**config.mk**
```make
export PLATFORM = sky130hd
export DESIGN_NAME = trn_tx_ep_arb
export DESIGN_NICKNAME = d
export VERILOG_FILES = /design/src/rtl/trn_tx_ep_arb.sv
export SDC_FILE = /design/constraint.sdc
export NUM_CORES = 1
export LEC_CHECK = 0
export ABC_AREA = 1
export BUFFER_PORTS_ARGS = -buffer_cell sky130_fd_sc_hd__buf_2
export CAP_MARGIN = 10
export CORE_AREA = 2 2 123 125
export CTS_CLUSTER_DIAMETER = 150
export DETAILED_ROUTE_END_ITERATION = 16
export DIE_AREA = 0 0 125 127
export PLACE_DENSITY_LB_ADDON = 0.08
export SLEW_MARGIN = 25
export SYNTH_ARGS = -nofsm -noshare
export SYNTH_HDL_FRONTEND = slang
export SYNTH_SLANG_ARGS = --single-unit
```
**constraint.sdc**
```tcl
create_clock -name clk -period 2.5 [get_ports clk]
set_clock_uncertainty 0.15 [all_clocks]
set_input_delay 0.5 -clock clk [delete_from_list [all_inputs] [get_ports clk]]
set_output_delay 0.5 -clock clk [all_outputs]
set_load 0.02 [all_outputs]
```
**src/rtl/trn_tx_ep_arb.sv**
```systemverilog
// Round-robin arbiter that shares one PCIe TRN tx interface among NREQ requester engines.
// Optional grant watchdog is enabled by defining EP_ARB_WDOG_EN.
`timescale 1ns/1ps

module trn_tx_ep_arb #(
    parameter int NREQ     = 3,
    parameter int IDW      = 2,
    parameter int WDOG_CYC = 1024
) (
    input  logic                 clk,
    input  logic                 rst,
    input  logic [NREQ-1:0]      req_ep,
    input  logic [NREQ-1:0]      drv_ep,
    output logic [NREQ-1:0]      my_trn,
    input  logic [64*NREQ-1:0]   req_td,
    input  logic [8*NREQ-1:0]    req_trem_n,
    input  logic [NREQ-1:0]      req_tsof_n,
    input  logic [NREQ-1:0]      req_teof_n,
    input  logic [NREQ-1:0]      req_tsrc_rdy_n,
    output logic [NREQ-1:0]      req_tdst_rdy_n,
    output logic [63:0]          trn_td,
    output logic [7:0]           trn_trem_n,
    output logic                 trn_tsof_n,
    output logic                 trn_teof_n,
    output logic                 trn_tsrc_rdy_n,
    input  logic                 trn_tdst_rdy_n,
    output logic [IDW-1:0]       grant_id,
    output logic [1:0]           arb_err
);

    typedef enum logic [1:0] {
        S_IDLE,
        S_GRANT,
        S_BUSY,
        S_RELEASE
    } state_t;

`ifdef EP_ARB_WDOG_EN
    localparam bit WDOG_ON = 1'b1;
`else
    localparam bit WDOG_ON = 1'b0;
`endif

    localparam int WDW = (WDOG_CYC > 2) ? $clog2(WDOG_CYC) : 1;

    state_t           state;
    state_t           state_nxt;
    logic [IDW-1:0]   rr_ptr;
    logic [IDW-1:0]   pick_idx;
    logic             pick_vld;
    logic             in_pkt;
    logic             mux_on;
    logic             beat_acc;
    logic             drv_w;
    logic             req_w;
    logic             drop_err;
    logic             wdog_trip;
    logic             wdog_fire;
    logic [WDW-1:0]   wdog_cnt;

    assign drv_w     = drv_ep[grant_id];
    assign req_w     = req_ep[grant_id];
    assign mux_on    = (state == S_GRANT) || (state == S_BUSY);
    assign beat_acc  = mux_on && !trn_tsrc_rdy_n && !trn_tdst_rdy_n;
    assign wdog_fire = WDOG_ON && (wdog_cnt == WDW'(WDOG_CYC - 1));

    // Descending scan so the requester closest to rr_ptr (smallest offset) is written last and wins.
    always_comb begin
        int idx;
        pick_vld = 1'b0;
        pick_idx = '0;
        idx      = 0;
        for (int k = NREQ - 1; k >= 0; k--) begin
            idx = int'(rr_ptr) + k;
            if (idx >= NREQ) begin
                idx = idx - NREQ;
            end
            if (req_ep[IDW'(idx)]) begin
                pick_vld = 1'b1;
                pick_idx = IDW'(idx);
            end
        end
    end

    always_comb begin
        state_nxt = state;
        drop_err  = 1'b0;
        wdog_trip = 1'b0;
        case (state)
            S_IDLE: begin
                if (pick_vld) begin
                    state_nxt = S_GRANT;
                end
            end
            S_GRANT: begin
                if (drv_w) begin
                    state_nxt = S_BUSY;
                end else if (!req_w) begin
                    state_nxt = S_RELEASE;
                end else if (wdog_fire) begin
                    state_nxt = S_RELEASE;
                    wdog_trip = 1'b1;
                end
            end
            S_BUSY: begin
                if (!drv_w) begin
                    state_nxt = S_RELEASE;
                    drop_err  = in_pkt;
                end
            end
            S_RELEASE: begin
                state_nxt = S_IDLE;
            end
            default: begin
                state_nxt = S_IDLE;
            end
        endcase
    end

    always_ff @(posedge clk) begin
        if (rst) begin
            state    <= S_IDLE;
            my_trn   <= '0;
            grant_id <= '0;
            rr_ptr   <= '0;
            arb_err  <= '0;
            in_pkt   <= 1'b0;
            wdog_cnt <= '0;
        end else begin
            state <= state_nxt;

            if ((state == S_IDLE) && pick_vld) begin
                my_trn   <= NREQ'(1) << pick_idx;
                grant_id <= pick_idx;
            end
            // Grant drops in the same update that enters RELEASE.
            if (state_nxt == S_RELEASE) begin
                my_trn <= '0;
            end

            if (state == S_RELEASE) begin
                rr_ptr <= (grant_id == IDW'(NREQ - 1)) ? '0 : grant_id + 1'b1;
            end

            if (drop_err) begin
                arb_err[0] <= 1'b1;
                in_pkt     <= 1'b0;
            end else if (beat_acc) begin
                if (!trn_teof_n) begin
                    in_pkt <= 1'b0;
                end else if (!trn_tsof_n) begin
                    in_pkt <= 1'b1;
                end
            end

            if (wdog_trip) begin
                arb_err[1] <= 1'b1;
            end

            if (WDOG_ON && (state == S_GRANT) && (state_nxt == S_GRANT)) begin
                wdog_cnt <= wdog_cnt + 1'b1;
            end else begin
                wdog_cnt <= '0;
            end
        end
    end

    // Only the granted requester sees the endpoint; everyone else reads an idle, not-ready bus.
    always_comb begin
        trn_td         = '0;
        trn_trem_n     = 8'hFF;
        trn_tsof_n     = 1'b1;
        trn_teof_n     = 1'b1;
        trn_tsrc_rdy_n = 1'b1;
        req_tdst_rdy_n = '1;
        if (mux_on) begin
            trn_td                   = req_td[64*grant_id +: 64];
            trn_trem_n               = req_trem_n[8*grant_id +: 8];
            trn_tsof_n               = req_tsof_n[grant_id];
            trn_teof_n               = req_teof_n[grant_id];
            trn_tsrc_rdy_n           = req_tsrc_rdy_n[grant_id];
            req_tdst_rdy_n[grant_id] = trn_tdst_rdy_n;
        end
    end

endmodule

```
==> results of run 1 <==
[cell families (layout without fill, tap and decap cells)]
| kind of cell | Yosys count | count (layout) | share of synthesized area [%] |
|---|---|---|---|
| compound gates | 12 | 12 | 2.61 |
| fa+ha+maj | 8 | 8 | 3.61 |
| buf+inv | 129 | 428 | 20.2 |
| flops | 11 | 11 | 7.93 |
| other cells | 1 | 1 | 0.135 |
| simple gates | 445 | 445 | 65.5 |
[synthesized netlist by cell type]
master | n | area, sq um
a22o_1 | 1 | 8.76
clkbuf_1 | 9 | 33.8
nor2_4 | 1 | 11.3
o21ai_0 | 3 | 15.0
a211oi_1 | 1 | 7.51
nand2_1 | 328 | 1230
conb_1 | 1 | 3.75
buf_4 | 4 | 30.0
inv_2 | 6 | 22.5
nand2_2 | 1 | 6.26
ha_1 | 8 | 100
nor2_2 | 3 | 18.8
nor2_1 | 18 | 67.6
buf_6 | 6 | 67.6
dfxtp_1 | 11 | 220
a21oi_1 | 6 | 30.0
buf_2 | 14 | 70.1
nand4_1 | 10 | 62.6
nand3_1 | 84 | 420
o21bai_2 | 1 | 11.3
inv_1 | 90 | 338
[cell type report]
| type | count | area, sq um | area share [%] |
|---|---|---|---|
| multi-input combinational | 466 | 2010 | 42.8 |
| clock inverter | 1 | 5.00 | 0.106 |
| timing repair buffer | 328 | 1800 | 38.2 |
| sequential | 11 | 221 | 4.70 |
| inverter | 96 | 363 | 7.71 |
| tap | 184 | 230 | 4.89 |
| clock buffer | 3 | 75.1 | 1.59 |
[sequential cells by signal, indices dropped and copies added (netlist names)]
register  flops
my_trn        3
state         2
rr_ptr        2
arb_err       1
grant_id      2
in_pkt        1
[repair_timing]
item / CTS / global route
gates cloned: 1 / 0
resized for setup: 0 / 7
pin swaps: 0 / 0
setup endpoints to repair: 1 / 70
[critical path: stages (launching register included)]
cell     delay, ps
dfxtp_1        400
inv_1          140
ha_4           330
buf_12         160
nand2_1         70
nor2_2         150
inv_1           60
buf_2          150
[per-stage QoR]
step           TNS [ps]  hold slack (ps)  total power (uW)  std cells
2_1_floorplan         0              347              3720        606
3_3_place_gp          0              308              5550       1084
3_5_place_dp          0              310              5510       1084
4_1_cts               0              319              5960       1089
5_1_grt           -2.70              356              6520       1089
6_report              0              319              5900       1089
[worst min path at each step]
stage	to	slack [ps]	cells after the start
CTS	arb_err[0]$_SDFFE_PP0P_	320	2
detailed placement	arb_err[0]$_SDFFE_PP0P_	310	2
global placement	arb_err[0]$_SDFFE_PP0P_	310	2
global route	arb_err[0]$_SDFFE_PP0P_	360	2
finish	arb_err[0]$_SDFFE_PP0P_	320	2
floorplan	arb_err[0]$_SDFFE_PP0P_	350	2
[metal layers]
| layer | vias to the layer above | GRT usage [%] |
|---|---|---|
| met5 | - | 0 |
| met3 | 12 | 2.55 |
| met4 | 0 | 2.75 |
| li1 | 2415 | - |
| met1 | 1980 | 21.6 |
| met2 | 177 | 33.1 |
[where the power goes]
part	total, uW	switching (uW)	leakage [uW]	internal (uW)
clock	298	86.0	0.0000409	212
combinational	5310	3450	0.00306	1860
sequential	286	54.3	0.0000903	231
==> impl_metrics.yaml, run 1 <==
status:
  outcome: "completed"
place:
  place.detailed.hpwl_mm: 12.1
  port_buffers: 317
  gp_congestion: 0.832
  place_ws_ps: 262
  placed_cell_area_sq_um: 4570
clock_network:
  cts.sinks: 11
  htree_levels: 1
  tritoncts.num_buffers: 3
  cts_hold_buf: 0
  clkTransAtPathRegs_ps: 40
  cts_tree: "yes"
  cts_root_buf: "clkbuf_16"
  post_cts_buffers: 0
  worstSkewPairLatency_ps: 240
  cts_buffer_depth: 2
layout:
  mostFrequentLayoutCells: "nand2_1 (328), buf_2 (317), inv_1 (90)"
  final_util_pct: 32.6
  synthToLayoutAreaGrowth_pct: 69.5
  mostFrequentLayoutCell: "nand2_1"
  design_area_sq_um: 4710
  diodes: 0
  nNetsFinal: 1148
  drive_above_1_share_pct: 38.5
  n_fill_cell: 1705
yosys:
  synth_cells: 606
  yosys_warnings: 0
  synth_cell_type_count: 21
  synth_nets: 848
  yosysSeqAreaShare_pct: 7.93
  ys_ff_latch: 11
  synth.avg_cell_area_sq_um: 4.58
  syn_area_sq_um: 2780
global_routing:
  grt_max_degree: 47
  grt_pass1_wl_mm: 22.8
  antenna_found_initial: 0
  grt-ovfl-total: 0
  grt_pass1_vias: 4289
  track_usage_pct: 17.6
setup_path:
  r2r_end: "grant_id[1]$_SDFFE_PP0P_"
  required_ps: 1850
  worst-path-max-fanout: 17
  crit_start: "state[0]$_SDFF_PP0_"
  crit_path_end_kind: "primary output"
  r2r_cells: 12
  crit_arrival_ps: 1710
  r2r-start: "rr_ptr[0]$_SDFFE_PP0N_"
  critPathKind: "flop to primary output"
  regToRegSetupSlack_ps: 490
  critPathCapture: "trn_tsrc_rdy_n"
  cp-start-kind: "flop"
floorplan:
  num_rows: 44
  initial_core_util_pct: 19.2
  die_area_sq_um: 15900
  die_y_microns: 127
  ios: 319
  die_w_microns: 125
  core_region_area_sq_um: 14400
drt:
  ant_nets: 0
  via_per_inst: 4.21
  met1Wirelength_mm: 6.16
  dr_wl_met2_mm: 7.86
  vias: 4584
  drt_wl_total_mm: 15.1
  drtIter0Drc: 169
  highest_layer: "met4"
  drc: 0
  firstDrtPassIters: 4
  wl_per_cell_microns: 13.9
  wl_met3_microns: 920
sta:
  finalHoldViolCount: 0
  finalSetupViolations: 0
  post-route-min-period_ps: 2360
  period_share_pct: 94.5
  fmax_mhz: 423
  finalMaxSlewViolations: 0
  setup_ws_ps: 137
power:
  powerDensity_nw_per_um2: 1250
  ir_drop_mv: 0.854
  leakage_uw: 0.00319
flow_run:
  cap_viol_max_count: 0
worst_hold_path:
  hold_path.class: "flop to flop"
  worstHoldStart: "arb_err[0]$_SDFFE_PP0P_"
(Power assumes the default switching activity.)
==> run 2, diff against run 1 <==
Settings changed: CORE_AREA 2 2 123 125 to 2 2 125 127, DIE_AREA 0 0 125 127 to 0 0 127 129.
Clock period 2.5 ns to 2.9 ns, I/O delays scaled along.
==> impl_metrics.yaml, run 2 (same netlist as run 1, synthesis figures left out) <==
status:
  outcome: "completed"
setup_path:
  crit_path_end_kind: "primary output"
  required_ps: 2170
  regToRegSetupSlack_ps: 900
  r2r-start: "rr_ptr[0]$_SDFFE_PP0N_"
  r2r_end: "grant_id[1]$_SDFFE_PP0P_"
  r2r_cells: 12
  crit_arrival_ps: 1960
  critPathKind: "flop to primary output"
  cp-start-kind: "flop"
  worst-path-max-fanout: 11
global_routing:
  track_usage_pct: 16.9
  antenna_found_initial: 0
  grt-ovfl-total: 0
  grt_pass1_wl_mm: 22.2
  grt_pass1_vias: 4130
  grt_max_degree: 62
drt:
  vias: 4499
  firstDrtPassIters: 6
  met1Wirelength_mm: 6.29
  wl_per_cell_microns: 13.8
  drt_wl_total_mm: 15.0
  dr_wl_met2_mm: 7.66
  ant_nets: 0
  drc: 0
  drtIter0Drc: 160
  highest_layer: "met4"
  via_per_inst: 4.12
  wl_met3_microns: 929
layout:
  regMostFlops: "my_trn"
  nNetsFinal: 1146
  synthToLayoutAreaGrowth_pct: 66.0
  drive_above_1_share_pct: 38.0
  regArea_sq_um: 220
  diodes: 0
  multi_input_area_sq_um: 2000
  mostFrequentLayoutCells: "nand2_1 (328), buf_2 (317), inv_1 (90)"
  mostFrequentLayoutCell: "nand2_1"
  n_fill_cell: 1837
  largest_reg_flops: 3
clock_network:
  post_cts_buffers: 0
  cts_hold_buf: 0
  cts_tree: "yes"
  htree_levels: 1
  cts_root_buf: "clkbuf_16"
  cts_buffer_depth: 2
  tritoncts.num_buffers: 3
  cts_repair_resize_count: 0
  worstSkewPairLatency_ps: 240
  cts.sinks: 11
  clkTransAtPathRegs_ps: 40
floorplan:
  ios: 319
  die_w_microns: 127
  core_region_area_sq_um: 15000
  initial_core_util_pct: 18.5
  die_y_microns: 129
  die_area_sq_um: 16400
  num_rows: 45
sta:
  setup_tns_ps: 0
  period_share_pct: 92.7
  fmax_mhz: 372
  holdWs_ps: 319
  finalSetupViolations: 0
  post-route-min-period_ps: 2690
  rsz0062_at_grt: "false"
  finalMaxSlewViolations: 0
  finalHoldViolCount: 0
power:
  pwr-share-clk_pct: 5.2
  comb_power_share_pct: 89.7
  p_seq_share_pct: 5.2
  power_switching_uw: 3080
  internal_power_uw: 1830
  powerDensity_nw_per_um2: 1060
  switching_share_pct: 62.8
  ir_drop_mv: 0.464
  leakage_uw: 0.00315
worst_hold_path:
  min_delay_path_depth: 2
  hold_path.class: "flop to flop"
  hold_end: "arb_err[0]$_SDFFE_PP0P_"
  worstHoldStart: "arb_err[0]$_SDFFE_PP0P_"
flow_run:
  cap_viol_max_count: 0
place:
  place.detailed.hpwl_mm: 12.1
  port_buffers: 317
  gp_congestion: 0.796
[run 2: cell count changes in the layout (fill, tap and decap cells not counted), sizes merged]
cell    delta
buf        -1
bufbuf     -1
[run 2: routing by layer]
layer,vias to the layer above,track usage (%)
li1,2408,-
met1,1904,21.0
met2,177,31.6
met3,10,2.29
met4,0,2.46
met5,-,0
[run 2: worst max path at each step]
stage / startpoint / to / cells past startpoint
after floorplan: state[0]$_SDFF_PP0_ / trn_trem_n[0] / 5
after global placement: state[0]$_SDFF_PP0_ / req_tdst_rdy_n[1] / 6
after detailed placement: state[0]$_SDFF_PP0_ / req_tdst_rdy_n[1] / 6
after CTS: state[0]$_SDFF_PP0_ / req_tdst_rdy_n[1] / 6
after global routing: state[0]$_SDFF_PP0_ / req_tdst_rdy_n[1] / 6
final: state[0]$_SDFF_PP0_ / req_tdst_rdy_n[1] / 6
[run 2: layout make-up]
type / instances / share of cell area, %
repair buffers: 326 / 37.2
flip-flops and latches: 11 / 4.78
clock inverters: 1 / 0.109
inverters: 96 / 7.82
well taps: 188 / 5.10
multi-input cells: 466 / 43.3
clock buffers: 3 / 1.63
[run 2: power by group through the flow]
stage / sequential, uW / combinational, uW / clock [uW]
after floorplan: 279 / 2930 / 0
after global placement: 254 / 4510 / 0
after detailed placement: 255 / 4460 / 0
after CTS: 252 / 4480 / 262
after global routing: 262 / 4900 / 267
final: 253 / 4400 / 254
[run 2: critical path: stages, from the launching register on]
cell and delay (ps):
dfxtp_1 400, inv_1 120, ha_2 510, inv_1 90, nor2_1 330, nand2_1 90
buf_2 180
[run 2: metrics by stage]
stage / setup WS, ps / instances / utilization, % / cell area [sq um] / total power [uW]
floorplan: 581 / 606 / - / 2780 / 3210
global placement: 480 / 1087 / 30.2 / 4530 / 4760
detailed placement: 429 / 1087 / 30.2 / 4530 / 4720
CTS: 172 / 1091 / 30.8 / 4610 / 5000
global route: 102 / 1091 / 30.8 / 4610 / 5430
finish: 211 / 1091 / 30.8 / 4610 / 4910
